[src/rtl/ysyx_040066_mem_access_pkg.sv]
// Shared types and widths for the memory-access stage: datapath width,
// MemOp size encodings and the request FSM states.
package ysyx_040066_mem_access_pkg;

    localparam int XLEN   = 64;
    localparam int MASK_W = XLEN / 8;

    // MemOp[1:0] access size; MemOp[2] selects zero extension in write-back
    typedef enum logic [1:0] {
        MOP_B = 2'd0,
        MOP_H = 2'd1,
        MOP_W = 2'd2,
        MOP_D = 2'd3
    } mop_size_t;

    typedef enum logic {
        IDLE = 1'b0,
        WAIT = 1'b1
    } state_t;

endpackage

[src/rtl/ysyx_040066_mem_access_if.sv]
// Data-memory req/ack bus between the memory-access stage (master) and the
// memory system (slave).
interface ysyx_040066_mem_access_if;
    import ysyx_040066_mem_access_pkg::*;

    logic              mem_req;
    logic              mem_wr;
    logic [XLEN-1:0]   mem_addr;
    logic [XLEN-1:0]   mem_wdata;
    logic [MASK_W-1:0] mem_wmask;
    logic              mem_ack;
    logic [XLEN-1:0]   mem_rdata;
    logic              mem_err;

    modport master (
        output mem_req, mem_wr, mem_addr, mem_wdata, mem_wmask,
        input  mem_ack, mem_rdata, mem_err
    );

    modport slave (
        input  mem_req, mem_wr, mem_addr, mem_wdata, mem_wmask,
        output mem_ack, mem_rdata, mem_err
    );

endinterface

[src/rtl/ysyx_040066_store_align.sv]
// Store lane replication, byte-strobe generation and natural-alignment check
// for a given access size and byte offset within the 8-byte word.
module ysyx_040066_store_align
    import ysyx_040066_mem_access_pkg::*;
(
    input  logic [1:0]        i_size,
    input  logic [2:0]        i_offset,
    input  logic [XLEN-1:0]   i_sdata,
    output logic [XLEN-1:0]   o_wdata,
    output logic [MASK_W-1:0] o_wmask,
    output logic              o_misalign
);

    always_comb begin
        o_wdata    = i_sdata;
        o_wmask    = '1;
        o_misalign = 1'b0;
        case (mop_size_t'(i_size))
            MOP_B: begin
                o_wdata = {8{i_sdata[7:0]}};
                o_wmask = 8'h01 << i_offset;
            end
            MOP_H: begin
                o_wdata    = {4{i_sdata[15:0]}};
                o_wmask    = 8'h03 << i_offset;
                o_misalign = i_offset[0];
            end
            MOP_W: begin
                o_wdata    = {2{i_sdata[31:0]}};
                o_wmask    = 8'h0F << i_offset;
                o_misalign = |i_offset[1:0];
            end
            default: begin
                o_misalign = |i_offset;
            end
        endcase
    end

endmodule

[src/rtl/ysyx_040066_mem_access.sv]
// Memory-access pipeline stage: registers EX results, issues one data-memory
// request per load/store and holds the pipeline until it completes.
module ysyx_040066_mem_access
    import ysyx_040066_mem_access_pkg::*;
(
    input  logic              clk,
    input  logic              rst,

    input  logic              i_valid_in,
    input  logic              i_wen_in,
    input  logic              i_MemRd_in,
    input  logic              i_MemWr_in,
    input  logic              i_done_in,
    input  logic              i_error_in,
    input  logic [4:0]        i_rd_in,
    input  logic [XLEN-1:0]   i_alu_in,
    input  logic [XLEN-1:0]   i_sdata_in,
    input  logic [XLEN-1:0]   i_nxtpc_in,
    input  logic [2:0]        i_MemOp_in,

    ysyx_040066_mem_access_if.master mem,

    output logic              o_block,
    output logic              o_valid_out,
    output logic              o_wen_out,
    output logic              o_MemRd_out,
    output logic              o_MemWr_out,
    output logic              o_done_out,
    output logic              o_error_out,
    output logic [4:0]        o_rd_out,
    output logic [XLEN-1:0]   o_data_out,
    output logic [XLEN-1:0]   o_nxtpc_out,
    output logic [2:0]        o_MemOp_out,
    output logic [2:0]        o_addr_lowbit_out,
    output logic [XLEN-1:0]   o_data_Rd,
    output logic              o_data_error
);

    state_t            r_state;
    logic              r_valid, r_wen, r_memrd, r_memwr, r_done, r_error;
    logic [4:0]        r_rd;
    logic [XLEN-1:0]   r_alu, r_sdata, r_nxtpc;
    logic [2:0]        r_memop;
    logic              r_served;
    logic [XLEN-1:0]   r_rdata;
    logic              r_err;

    logic              w_need;
    logic              w_misalign;
    logic              w_req;
    logic [XLEN-1:0]   w_wdata;
    logic [MASK_W-1:0] w_wmask;

    ysyx_040066_store_align u_store_align (
        .i_size     (r_memop[1:0]),
        .i_offset   (r_alu[2:0]),
        .i_sdata    (r_sdata),
        .o_wdata    (w_wdata),
        .o_wmask    (w_wmask),
        .o_misalign (w_misalign)
    );

    assign w_need  = r_valid && (r_memrd || r_memwr) && !r_error;
    assign o_block = w_need && !r_served;
    // Request is a function of registered state only, so it never follows mem_ack
    assign w_req   = (r_state == WAIT) ||
                     ((r_state == IDLE) && w_need && !r_served && !w_misalign);

    assign mem.mem_req   = w_req;
    assign mem.mem_wr    = w_req && r_memwr;
    assign mem.mem_addr  = {r_alu[XLEN-1:3], 3'b000};
    assign mem.mem_wdata = w_wdata;
    assign mem.mem_wmask = (w_req && r_memwr) ? w_wmask : '0;

    always_ff @(posedge clk or posedge rst) begin
        if (rst) begin
            r_state  <= IDLE;
            r_valid  <= 1'b0;
            r_wen    <= 1'b0;
            r_memrd  <= 1'b0;
            r_memwr  <= 1'b0;
            r_done   <= 1'b0;
            r_error  <= 1'b0;
            r_rd     <= '0;
            r_alu    <= '0;
            r_sdata  <= '0;
            r_nxtpc  <= '0;
            r_memop  <= '0;
            r_served <= 1'b0;
            r_rdata  <= '0;
            r_err    <= 1'b0;
        end else begin
            // Served is only set while blocked, so it never races the capture clear
            if (!o_block) begin
                r_valid  <= i_valid_in;
                r_wen    <= i_wen_in;
                r_memrd  <= i_MemRd_in;
                r_memwr  <= i_MemWr_in;
                r_done   <= i_done_in;
                r_error  <= i_error_in;
                r_rd     <= i_rd_in;
                r_alu    <= i_alu_in;
                r_sdata  <= i_sdata_in;
                r_nxtpc  <= i_nxtpc_in;
                r_memop  <= i_MemOp_in;
                r_served <= 1'b0;
            end
            case (r_state)
                IDLE: begin
                    if (w_need && !r_served) begin
                        if (w_misalign) begin
                            r_err    <= 1'b1;
                            r_served <= 1'b1;
                        end else if (mem.mem_ack) begin
                            if (r_memrd) begin
                                r_rdata <= mem.mem_rdata;
                            end
                            r_err    <= mem.mem_err;
                            r_served <= 1'b1;
                        end else begin
                            r_state <= WAIT;
                        end
                    end
                end
                WAIT: begin
                    if (mem.mem_ack) begin
                        if (r_memrd) begin
                            r_rdata <= mem.mem_rdata;
                        end
                        r_err    <= mem.mem_err;
                        r_served <= 1'b1;
                        r_state  <= IDLE;
                    end
                end
                default: r_state <= IDLE;
            endcase
        end
    end

    assign o_valid_out       = r_valid;
    assign o_wen_out         = r_wen;
    assign o_MemRd_out       = r_memrd;
    assign o_MemWr_out       = r_memwr;
    assign o_done_out        = r_done;
    assign o_error_out       = r_error;
    assign o_rd_out          = r_rd;
    assign o_data_out        = r_alu;
    assign o_nxtpc_out       = r_nxtpc;
    assign o_MemOp_out       = r_memop;
    assign o_addr_lowbit_out = r_alu[2:0];
    assign o_data_Rd         = r_rdata;
    assign o_data_error      = r_err && !(r_valid && !(r_memrd || r_memwr));

endmodule

[src/flat_wrapper.sv]
// flat-port wrapper written by rule: the top's interface ports become plain ports
module ysyx_040066_mem_access_flat import ysyx_040066_mem_access_pkg::*;
  (clk, rst, i_valid_in, i_wen_in, i_MemRd_in, i_MemWr_in, i_done_in, i_error_in, i_rd_in, i_alu_in, i_sdata_in, i_nxtpc_in, i_MemOp_in, o_block, o_valid_out, o_wen_out, o_MemRd_out, o_MemWr_out, o_done_out, o_error_out, o_rd_out, o_data_out, o_nxtpc_out, o_MemOp_out, o_addr_lowbit_out, o_data_Rd, o_data_error, mem_mem_req, mem_mem_wr, mem_mem_addr, mem_mem_wdata, mem_mem_wmask, mem_mem_ack, mem_mem_rdata, mem_mem_err);
  ysyx_040066_mem_access_if mem_i ();
  input  logic clk;
  input  logic rst;
  input  logic i_valid_in;
  input  logic i_wen_in;
  input  logic i_MemRd_in;
  input  logic i_MemWr_in;
  input  logic i_done_in;
  input  logic i_error_in;
  input  logic [4:0] i_rd_in;
  input  logic [XLEN-1:0] i_alu_in;
  input  logic [XLEN-1:0] i_sdata_in;
  input  logic [XLEN-1:0] i_nxtpc_in;
  input  logic [2:0] i_MemOp_in;
  output logic o_block;
  output logic o_valid_out;
  output logic o_wen_out;
  output logic o_MemRd_out;
  output logic o_MemWr_out;
  output logic o_done_out;
  output logic o_error_out;
  output logic [4:0] o_rd_out;
  output logic [XLEN-1:0] o_data_out;
  output logic [XLEN-1:0] o_nxtpc_out;
  output logic [2:0] o_MemOp_out;
  output logic [2:0] o_addr_lowbit_out;
  output logic [XLEN-1:0] o_data_Rd;
  output logic o_data_error;
  output wire logic [$bits(mem_i.mem_req)-1:0] mem_mem_req;
  output wire logic [$bits(mem_i.mem_wr)-1:0] mem_mem_wr;
  output wire logic [$bits(mem_i.mem_addr)-1:0] mem_mem_addr;
  output wire logic [$bits(mem_i.mem_wdata)-1:0] mem_mem_wdata;
  output wire logic [$bits(mem_i.mem_wmask)-1:0] mem_mem_wmask;
  input wire logic [$bits(mem_i.mem_ack)-1:0] mem_mem_ack;
  input wire logic [$bits(mem_i.mem_rdata)-1:0] mem_mem_rdata;
  input wire logic [$bits(mem_i.mem_err)-1:0] mem_mem_err;
  assign mem_mem_req = mem_i.mem_req;
  assign mem_mem_wr = mem_i.mem_wr;
  assign mem_mem_addr = mem_i.mem_addr;
  assign mem_mem_wdata = mem_i.mem_wdata;
  assign mem_mem_wmask = mem_i.mem_wmask;
  assign mem_i.mem_ack = mem_mem_ack;
  assign mem_i.mem_rdata = mem_mem_rdata;
  assign mem_i.mem_err = mem_mem_err;
  ysyx_040066_mem_access u_core (.clk(clk), .rst(rst), .i_valid_in(i_valid_in), .i_wen_in(i_wen_in), .i_MemRd_in(i_MemRd_in), .i_MemWr_in(i_MemWr_in), .i_done_in(i_done_in), .i_error_in(i_error_in), .i_rd_in(i_rd_in), .i_alu_in(i_alu_in), .i_sdata_in(i_sdata_in), .i_nxtpc_in(i_nxtpc_in), .i_MemOp_in(i_MemOp_in), .mem(mem_i), .o_block(o_block), .o_valid_out(o_valid_out), .o_wen_out(o_wen_out), .o_MemRd_out(o_MemRd_out), .o_MemWr_out(o_MemWr_out), .o_done_out(o_done_out), .o_error_out(o_error_out), .o_rd_out(o_rd_out), .o_data_out(o_data_out), .o_nxtpc_out(o_nxtpc_out), .o_MemOp_out(o_MemOp_out), .o_addr_lowbit_out(o_addr_lowbit_out), .o_data_Rd(o_data_Rd), .o_data_error(o_data_error));
endmodule
[config.mk]
export PLATFORM = sky130hd
export DESIGN_NAME = ysyx_040066_mem_access_flat
export DESIGN_NICKNAME = d
export VERILOG_FILES = /design/src/rtl/ysyx_040066_mem_access_pkg.sv /design/src/rtl/ysyx_040066_mem_access_if.sv /design/src/rtl/ysyx_040066_store_align.sv /design/src/rtl/ysyx_040066_mem_access.sv /design/src/flat_wrapper.sv
export SDC_FILE = /design/constraint.sdc
export NUM_CORES = 1
export LEC_CHECK = 0
export BUFFER_PORTS_ARGS = -buffer_cell sky130_fd_sc_hd__buf_4
export CORE_AREA = 2 2 245 247
export CTS_BUF_LIST = sky130_fd_sc_hd__clkbuf_8
export DETAILED_ROUTE_END_ITERATION = 16
export DIE_AREA = 0 0 247 249
export PLACE_DENSITY = 0.41
export SLEW_MARGIN = 5
export SYNTH_ARGS = -nofsm -noshare
export SYNTH_HDL_FRONTEND = slang
export SYNTH_SLANG_ARGS = --single-unit
[constraint.sdc]
create_clock -name clk -period 22.4 [get_ports clk]
set_input_delay 3.36 -clock clk [delete_from_list [all_inputs] [get_ports clk]]
set_output_delay 3.36 -clock clk [all_outputs]
set_load 0.01 [all_outputs]
==> insert_results.sql, run 1 <==
INSERT INTO impl_metrics (metric_group, metric, value, unit) VALUES
('clock_network', 'post_cts.repair.setup_buffers', '0', ''),
('power', 'worst_ir_drop_vdd', '0.0632', 'mV'),
('timing', 'setup_total_negative_slack', '0', 'ns'),
('drt', 'wire_length_the_detailed_router_placed_on_met1', '20600', 'um'),
('setup_path', 'critical_path.reg2reg.startpoint', 'u_core.o_MemOp_out[1]$_DFFE_PP0P_', ''),
('timing', 'tightestPinTransition', '1.09', 'ns'),
('setup_path', 'worst-path-max-fanout', '13', ''),
('timing', 'finalClockSkew', '0.0418', 'ns'),
('synth', 'yosys_most_used_dff', 'sky130_fd_sc_hd__dfrtp_1', ''),
('placed_design', 'dpl-instance-area', '17100', 'um2'),
('finish', 'design_area', '18200', 'um2'),
('placed_design', 'placed_cells_incl_taps', '2568', ''),
('synth', 'seq_area_frac_synth', '0.558', ''),
('synth', 'syn_area_per_cell', '9.36', 'um2'),
('timing', 'report.final.hold_viol_count', '0', ''),
('power', 'post-layout-total-power', '2.65', 'mW'),
('setup_path', 'path_cells', 'inv_1 -> ha_1 -> a211oi_1 -> nor4_2 -> nor2_1 -> o211a_1 -> buf_4', ''),
('die', 'initial_core_util', '0.209', ''),
('power', 'power.leakage', '9.75', 'nW'),
('synth', 'synth.ff_latch_count', '273', ''),
('drt', 'detail-route-antenna-nets', '0', ''),
('clock_network', 'clkLatencyLatePin', '0.64', 'ns'),
('timing', 'rsz_0062_raised_after_global_routing', 'no', ''),
('die', 'die_h', '249', 'um'),
('clock_network', 'cts_num_sinks', '273', ''),
('synth', 'synthArstFlopShare', '1.00', ''),
('drt', 'avgRoutedWirePerCell', '18.4', 'um'),
('die', 'design.die.area', '61500', 'um2'),
('grt', 'grt_util_all_layers', '0.155', ''),
('drt', 'detailroute.wirelength.met2', '23800', 'um'),
('timing', 'timing.max_slew.rel_slack', '0.272', ''),
('clock_network', 'tritoncts', 'done', ''),
('grt', 'grt_overflow', '0', ''),
('grt', 'grt_antenna_before_repair', '4', ''),
('drt', 'firstDrtPassIters', '4', ''),
('finish', 'final_cell_mix', 'sky130_fd_sc_hd__nand2_1 (657), sky130_fd_sc_hd__buf_4 (633), sky130_fd_sc_hd__dfrtp_1 (273)', ''),
('synth', 'synth-warning-count', '0', ''),
('clock_network', 'post_cts_resize_count', '0', ''),
('setup_path', 'cp-startpoint', 'u_core.o_MemOp_out[1]$_DFFE_PP0P_', ''),
('finish', 'layout.nets', '2131', ''),
('finish', 'area_growth_syn_to_layout', '48.8', '%'),
('drt', 'via_count', '10700', ''),
('timing', 'final-max-slew-violation-count', '0', ''),
('clock_network', 'tritoncts.num_buffers', '55', ''),
('setup_path', 'worstPathRequired', '19.04', 'ns'),
('setup_path', 'critPathMaxStageDelay', '0.70', 'ns'),
('synth', 'synthDistinctLibCells', '37', ''),
('die', 'core', '58700', 'um2'),
('job', 'max-cap-violations', '0', ''),
('outcome', 'outcome', 'finished, final reports clean', ''),
('clock_network', 'ctsRootBufferMaster', 'sky130_fd_sc_hd__clkbuf_8', ''),
('synth', 'mappedNetlistArea', '12200', 'um2'),
('synth', 'synth_cells', '1309', ''),
('grt', 'maximum_number_of_pins_on_one_net_before_global_route_repair', '94', ''),
('grt', 'grt_first_pass_wirelength', '72400', 'um'),
('power', 'cellPowerDensity', '145', 'nW/um2'),
('synth', 'synth_enable_flop_cells', '0', ''),
('drt', 'wl', '49100', 'um'),
('finish', 'layoutNonFillerInstCount', '2668', ''),
('finish', 'drive_above_1_share', '0.416', ''),
('setup_path', 'worst_setup_path_start_kind', 'flop', ''),
('setup_path', 'critical_path.endpoint_type', 'primary output', ''),
('drt', 'drc', '0', ''),
('setup_path', 'critical_path.slowest_cell', 'sky130_fd_sc_hd__nor2_1', ''),
('placed_design', 'placement.io_buffers', '619', ''),
('placed_design', 'dpl.hpwl', '35800', 'um'),
('timing', 'setup_violations', '0', ''),
('clock_network', 'cts.path.max_buffers', '3', ''),
('clock_network', 'clkTransAtPathRegs', '0.06', 'ns'),
('timing', 'achievable-frequency', '0.145', 'GHz'),
('worst_hold_path', 'timing.hold.worst.class', 'flop to flop', '');
## Yosys cell counts, drive strengths merged (5+ instances only)
cell    number  area share
nand2      657        0.20
dfrtp      273        0.56
buf         98       0.059
mux2        69       0.082
clkbuf      51       0.016
o21ai       35       0.014
nor2        22      0.0067
a22o        16       0.011
a221o       11      0.0090
a21boi      10      0.0061
inv         10      0.0031
a21oi        9      0.0037
nor2b        7      0.0036
nor3         6      0.0034
a221oi       5      0.0036
ha           5      0.0051
## logic make-up after synthesis
group,after synthesis,synth area share
AOI/OAI and AO/OA,95,0.0541
adders and majority gates,5,0.00511
buffers and inverters,159,0.0772
DFF,273,0.558
muxes,69,0.0818
other,1,0.000306
and+or+nand+nor,707,0.224
## area by class of cell
| cell class | count | area [um2] |
|---|---|---|
| clock inverters | 24 | 146 |
| flip-flops and latches | 273 | 6830 |
| fillers | 6268 | 40500 |
| well taps | 773 | 967 |
| multi-input cells | 879 | 4490 |
| clock buffers | 71 | 977 |
| inverters | 10 | 50.0 |
| repair buffers | 633 | 4750 |
| diodes | 5 | 12.5 |
## critical path, delay by kind of cell, from the launching register on
| kind | cells | cell delay (ns) |
|---|---|---|
| compound gates | 2 | 0.92 |
| fa+ha+maj | 1 | 0.39 |
| buf+inv | 2 | 0.26 |
| flops | 1 | 0.43 |
| simple gates | 2 | 0.90 |
## flip-flops by register name, indices dropped and copies added, names as in the netlist
register and cells:
u_core.o_MemOp_out 3, u_core.o_nxtpc_out 64, u_core.o_wen_out 1, u_core.o_rd_out 5
u_core.r_state 1, u_core.o_MemWr_out 1, u_core.o_done_out 1, u_core.o_data_out 64
u_core.r_sdata 64, u_core.o_MemRd_out 1, u_core.r_served 1, u_core.o_data_Rd 64
u_core.r_err 1, u_core.o_error_out 1, u_core.o_valid_out 1
## per-layer routing
| layer | GRT usage | vias to the layer above |
|---|---|---|
| li1 | - | 5158 |
| met1 | 0.196 | 5124 |
| met2 | 0.255 | 377 |
| met3 | 0.0413 | 70 |
| met4 | 0.0511 | 0 |
| met5 | 0 | - |
## final timing paths
path                                               endpoint  slack [ns]  cells after the start
setup / recovery                           mem_mem_wmask[3]       15.50                      7
hold / removal               u_core.r_sdata[57]$_DFFE_PP0P_        0.46                      2
setup reg to reg           u_core.o_data_Rd[62]$_DFFE_PP0P_       18.70                      8
hold reg to reg              u_core.r_sdata[57]$_DFFE_PP0P_        0.46                      2
max in group asynchronous    u_core.r_sdata[29]$_DFFE_PP0P_       17.31                      4
min in group asynchronous  u_core.o_data_Rd[60]$_DFFE_PP0P_        2.82                      2
## power breakdown
group	switching [mW]	total [mW]	internal, mW
logic	0.651	1.26	0.606
clock network	0.226	0.528	0.303
registers	0.172	0.867	0.695
## stage by stage
step | util | setup slack (ns) | hold WS [ns]
after global placement | 0.291 | 16.07 | 0.448
after global routing | 0.311 | 15.15 | 0.480
after CTS | 0.310 | 15.27 | 0.467
final | 0.311 | 15.50 | 0.463
after detailed placement | 0.291 | 16.03 | 0.454
after floorplan | - | 11.52 | 0.433
No activity file was read; power rests on OpenSTA's default activity.
==> run 2: changes to the inputs <==
Settings changed: CORE_AREA 2 2 245 247 to 2 2 244 246, DIE_AREA 0 0 247 249 to 0 0 246 248, PLACE_DENSITY 0.41 to 0.43.
Clock period 22.4 ns to 5.5 ns, I/O delays scaled along.
==> insert_results.sql, run 2 (synthesis gave the netlist of run 1 again) <==
INSERT INTO impl_metrics (metric_group, metric, value, unit) VALUES
('outcome', 'outcome', 'finished, final reports clean', ''),
('finish', 'drive_above_1_share', '0.417', ''),
('finish', 'layout.nets', '2130', ''),
('placed_design', 'dpl-instance-area', '17100', 'um2'),
('power', 'power_report.internal_total', '6.43', 'mW'),
('clock_network', 'clkTransAtPathRegs', '0.06', 'ns'),
('finish', 'fill_cells', '6179', ''),
('setup_path', 'worst_setup_path_start_kind', 'flop', ''),
('setup_path', 'critPathMaxStageDelay', '0.71', 'ns'),
('grt', 'grt_first_pass_wirelength', '70500', 'um'),
('die', 'core', '58500', 'um2'),
('setup_path', 'critical_path.reg2reg.endpoint', 'u_core.o_data_Rd[8]$_DFFE_PP0P_', ''),
('timing', 'final-max-slew-violation-count', '0', ''),
('clock_network', 'clkLatencyLatePin', '0.62', 'ns'),
('setup_path', 'r2r.worst_path.cells', '6', ''),
('placed_design', 'dpl.hpwl', '36100', 'um'),
('setup_path', 'critical_path_class', 'flop to primary output', ''),
('finish', 'final_cell_mix', 'sky130_fd_sc_hd__nand2_1 (657), sky130_fd_sc_hd__buf_4 (631), sky130_fd_sc_hd__dfrtp_1 (273)', ''),
('setup_path', 'critical_path.endpoint_type', 'primary output', ''),
('setup_path', 'worstPathRequired', '4.68', 'ns'),
('clock_network', 'hold_buf_count_cts', '0', ''),
('die', 'die_h', '248', 'um'),
('timing', 'achievable-frequency', '0.240', 'GHz'),
('clock_network', 'tritoncts.num_buffers', '54', ''),
('timing', 'final.min_clock_period', '4.17', 'ns'),
('die', 'top_level_ports', '623', ''),
('setup_path', 'path_cells', 'ha_2 -> a211oi_1 -> nor4_2 -> nor2_1 -> buf_4 -> and3b_1 -> buf_4', ''),
('power', 'seq_power_share', '0.331', ''),
('grt', 'maximum_number_of_pins_on_one_net_before_global_route_repair', '142', ''),
('grt', 'grt_antenna_before_repair', '5', ''),
('clock_network', 'tritoncts', 'done', ''),
('drt', 'via_count', '10700', ''),
('grt', 'grt_overflow', '0', ''),
('drt', 'drc', '0', ''),
('setup_path', 'path_common_cell', 'sky130_fd_sc_hd__buf_4', ''),
('timing', 'timing.max_slew.rel_slack', '0.308', ''),
('drt', 'viasPerCell', '4.02', ''),
('drt', 'first_iter_violations', '509', ''),
('setup_path', 'worst-path-max-fanout', '41', ''),
('clock_network', 'post_cts.repair.setup_buffers', '0', ''),
('setup_path', 'ff2ff_setup_slack', '2.49', 'ns'),
('placed_design', 'post-place-ws', '1.92', 'ns'),
('timing', 'finalClockSkew', '0.0145', 'ns'),
('clock_network', 'cts.path.max_buffers', '3', ''),
('placed_design', 'placement.io_buffers', '619', ''),
('drt', 'avgRoutedWirePerCell', '18.4', 'um'),
('timing', 'rsz_0062_raised_after_global_routing', 'no', ''),
('drt', 'wl', '49200', 'um'),
('setup_path', 'critical_path.slowest_cell', 'sky130_fd_sc_hd__ha_2', ''),
('finish', 'design_area', '18200', 'um2'),
('drt', 'detail-route-antenna-nets', '0', ''),
('power', 'pwr-share-comb', '0.477', ''),
('setup_path', 'critical_path.reg2reg.startpoint', 'u_core.o_MemOp_out[1]$_DFFE_PP0P_', ''),
('power', 'power_switching_share', '0.400', ''),
('setup_path', 'cp_arrival', '3.34', 'ns'),
('worst_hold_path', 'timing.hold.worst.class', 'primary input to asynchronous set/reset pin', ''),
('timing', 'report.final.hold_viol_count', '0', ''),
('timing', 'setup_total_negative_slack', '0', 'ns'),
('job', 'max-cap-violations', '0', ''),
('finish', 'mostFrequentLayoutCell', 'sky130_fd_sc_hd__nand2_1', ''),
('timing', 'setup_violations', '0', ''),
('clock_network', 'htreeDepth', '2', ''),
('power', 'clock_power_share', '0.193', ''),
('die', 'floorplan.rows', '89', ''),
('die', 'design.die.area', '61000', 'um2'),
('grt', 'grt_pass1_vias', '10800', ''),
('timing', 'tightestPinTransition', '1.03', 'ns'),
('timing', 'timing.final.ws_setup', '1.33', 'ns'),
('clock_network', 'cts_num_sinks', '273', ''),
('die', 'initial_core_util', '0.210', ''),
('power', 'cellPowerDensity', '590', 'nW/um2'),
('die', 'fp.dieW', '246', 'um'),
('grt', 'grt_util_all_layers', '0.153', ''),
('drt', 'firstDrtPassIters', '5', ''),
('power', 'post-layout-total-power', '10.7', 'mW'),
('finish', 'area_growth_syn_to_layout', '48.6', '%'),
('placed_design', 'routabilityCongestion', '0.796', ''),
('power', 'power.leakage', '9.73', 'nW'),
('clock_network', 'post_cts_resize_count', '0', ''),
('power', 'worst_ir_drop_vdd', '0.229', 'mV'),
('clock_network', 'ctsRootBufferMaster', 'sky130_fd_sc_hd__clkbuf_8', ''),
('timing', 'min_period_over_period', '0.758', ''),
('power', 'p_sw', '4.29', 'mW');
[run 2: routing by layer]
| layer | up-vias | global-route usage | share of wire | wire length, um |
|---|---|---|---|---|
| met5 | - | 0 | 0.00024 | 12 |
| met4 | 2 | 0.0469 | 0.020 | 986 |
| met3 | 64 | 0.0464 | 0.081 | 3980 |
| met2 | 378 | 0.249 | 0.48 | 23800 |
| met1 | 5115 | 0.195 | 0.41 | 20400 |
| li1 | 5154 | - | - | - |
[run 2: critical path, delay by kind of cell, from the launching register on]
| family | cells | cell delay [ns] |
|---|---|---|
| adders and majority gates | 1 | 0.71 |
| and+or+nand+nor | 3 | 1.06 |
| DFF | 1 | 0.43 |
| AOI/OAI and AO/OA | 1 | 0.14 |
| buffers and inverters | 2 | 0.38 |
[run 2: cell type report]
cell class	count	area (um2)	area share
tap	773	967	0.0531
clock inverter	26	111	0.00612
inverter	10	46.3	0.00254
clock buffer	70	963	0.0529
timing repair buffer	633	4780	0.263
sequential	273	6830	0.375
multi-input combinational	879	4490	0.247
antenna	3	7.51	0.000413
[run 2: power groups by stage]
stage                     clock, mW  sequential (mW)  combinational, mW
final                          2.07             3.55               5.11
after global routing           2.25             3.67               5.59
after CTS                      2.17             3.56               5.23
after detailed placement          0             3.58               5.21
after global placement            0             3.56               5.22
after floorplan                   0             3.64               2.50
[run 2: worst max path at each step]
stage                                      startpoint                                 to  slack (ns)  cells after the start
finish              u_core.o_MemOp_out[1]$_DFFE_PP0P_                   mem_mem_wmask[7]        1.33                      7
detailed placement  u_core.o_MemOp_out[1]$_DFFE_PP0P_                   mem_mem_wmask[6]        1.92                      7
global placement    u_core.o_MemOp_out[1]$_DFFE_PP0P_                   mem_mem_wmask[6]        2.03                      7
global route        u_core.o_MemOp_out[1]$_DFFE_PP0P_                   mem_mem_wmask[7]        1.00                      7
CTS                 u_core.o_MemOp_out[1]$_DFFE_PP0P_                   mem_mem_wmask[6]        1.18                      7
floorplan                                         rst  u_core.o_MemOp_out[0]$_DFFE_PP0P_        1.07                      1
[run 2: per-stage QoR]
| step | util | hold slack [ns] | instances |
|---|---|---|---|
| after floorplan | - | 0.433 | 1311 |
| after global placement | 0.293 | 0.451 | 2568 |
| after detailed placement | 0.293 | 0.456 | 2568 |
| after CTS | 0.311 | 0.0445 | 2664 |
| after global routing | 0.311 | 0.0725 | 2666 |
| final | 0.311 | 0.117 | 2667 |
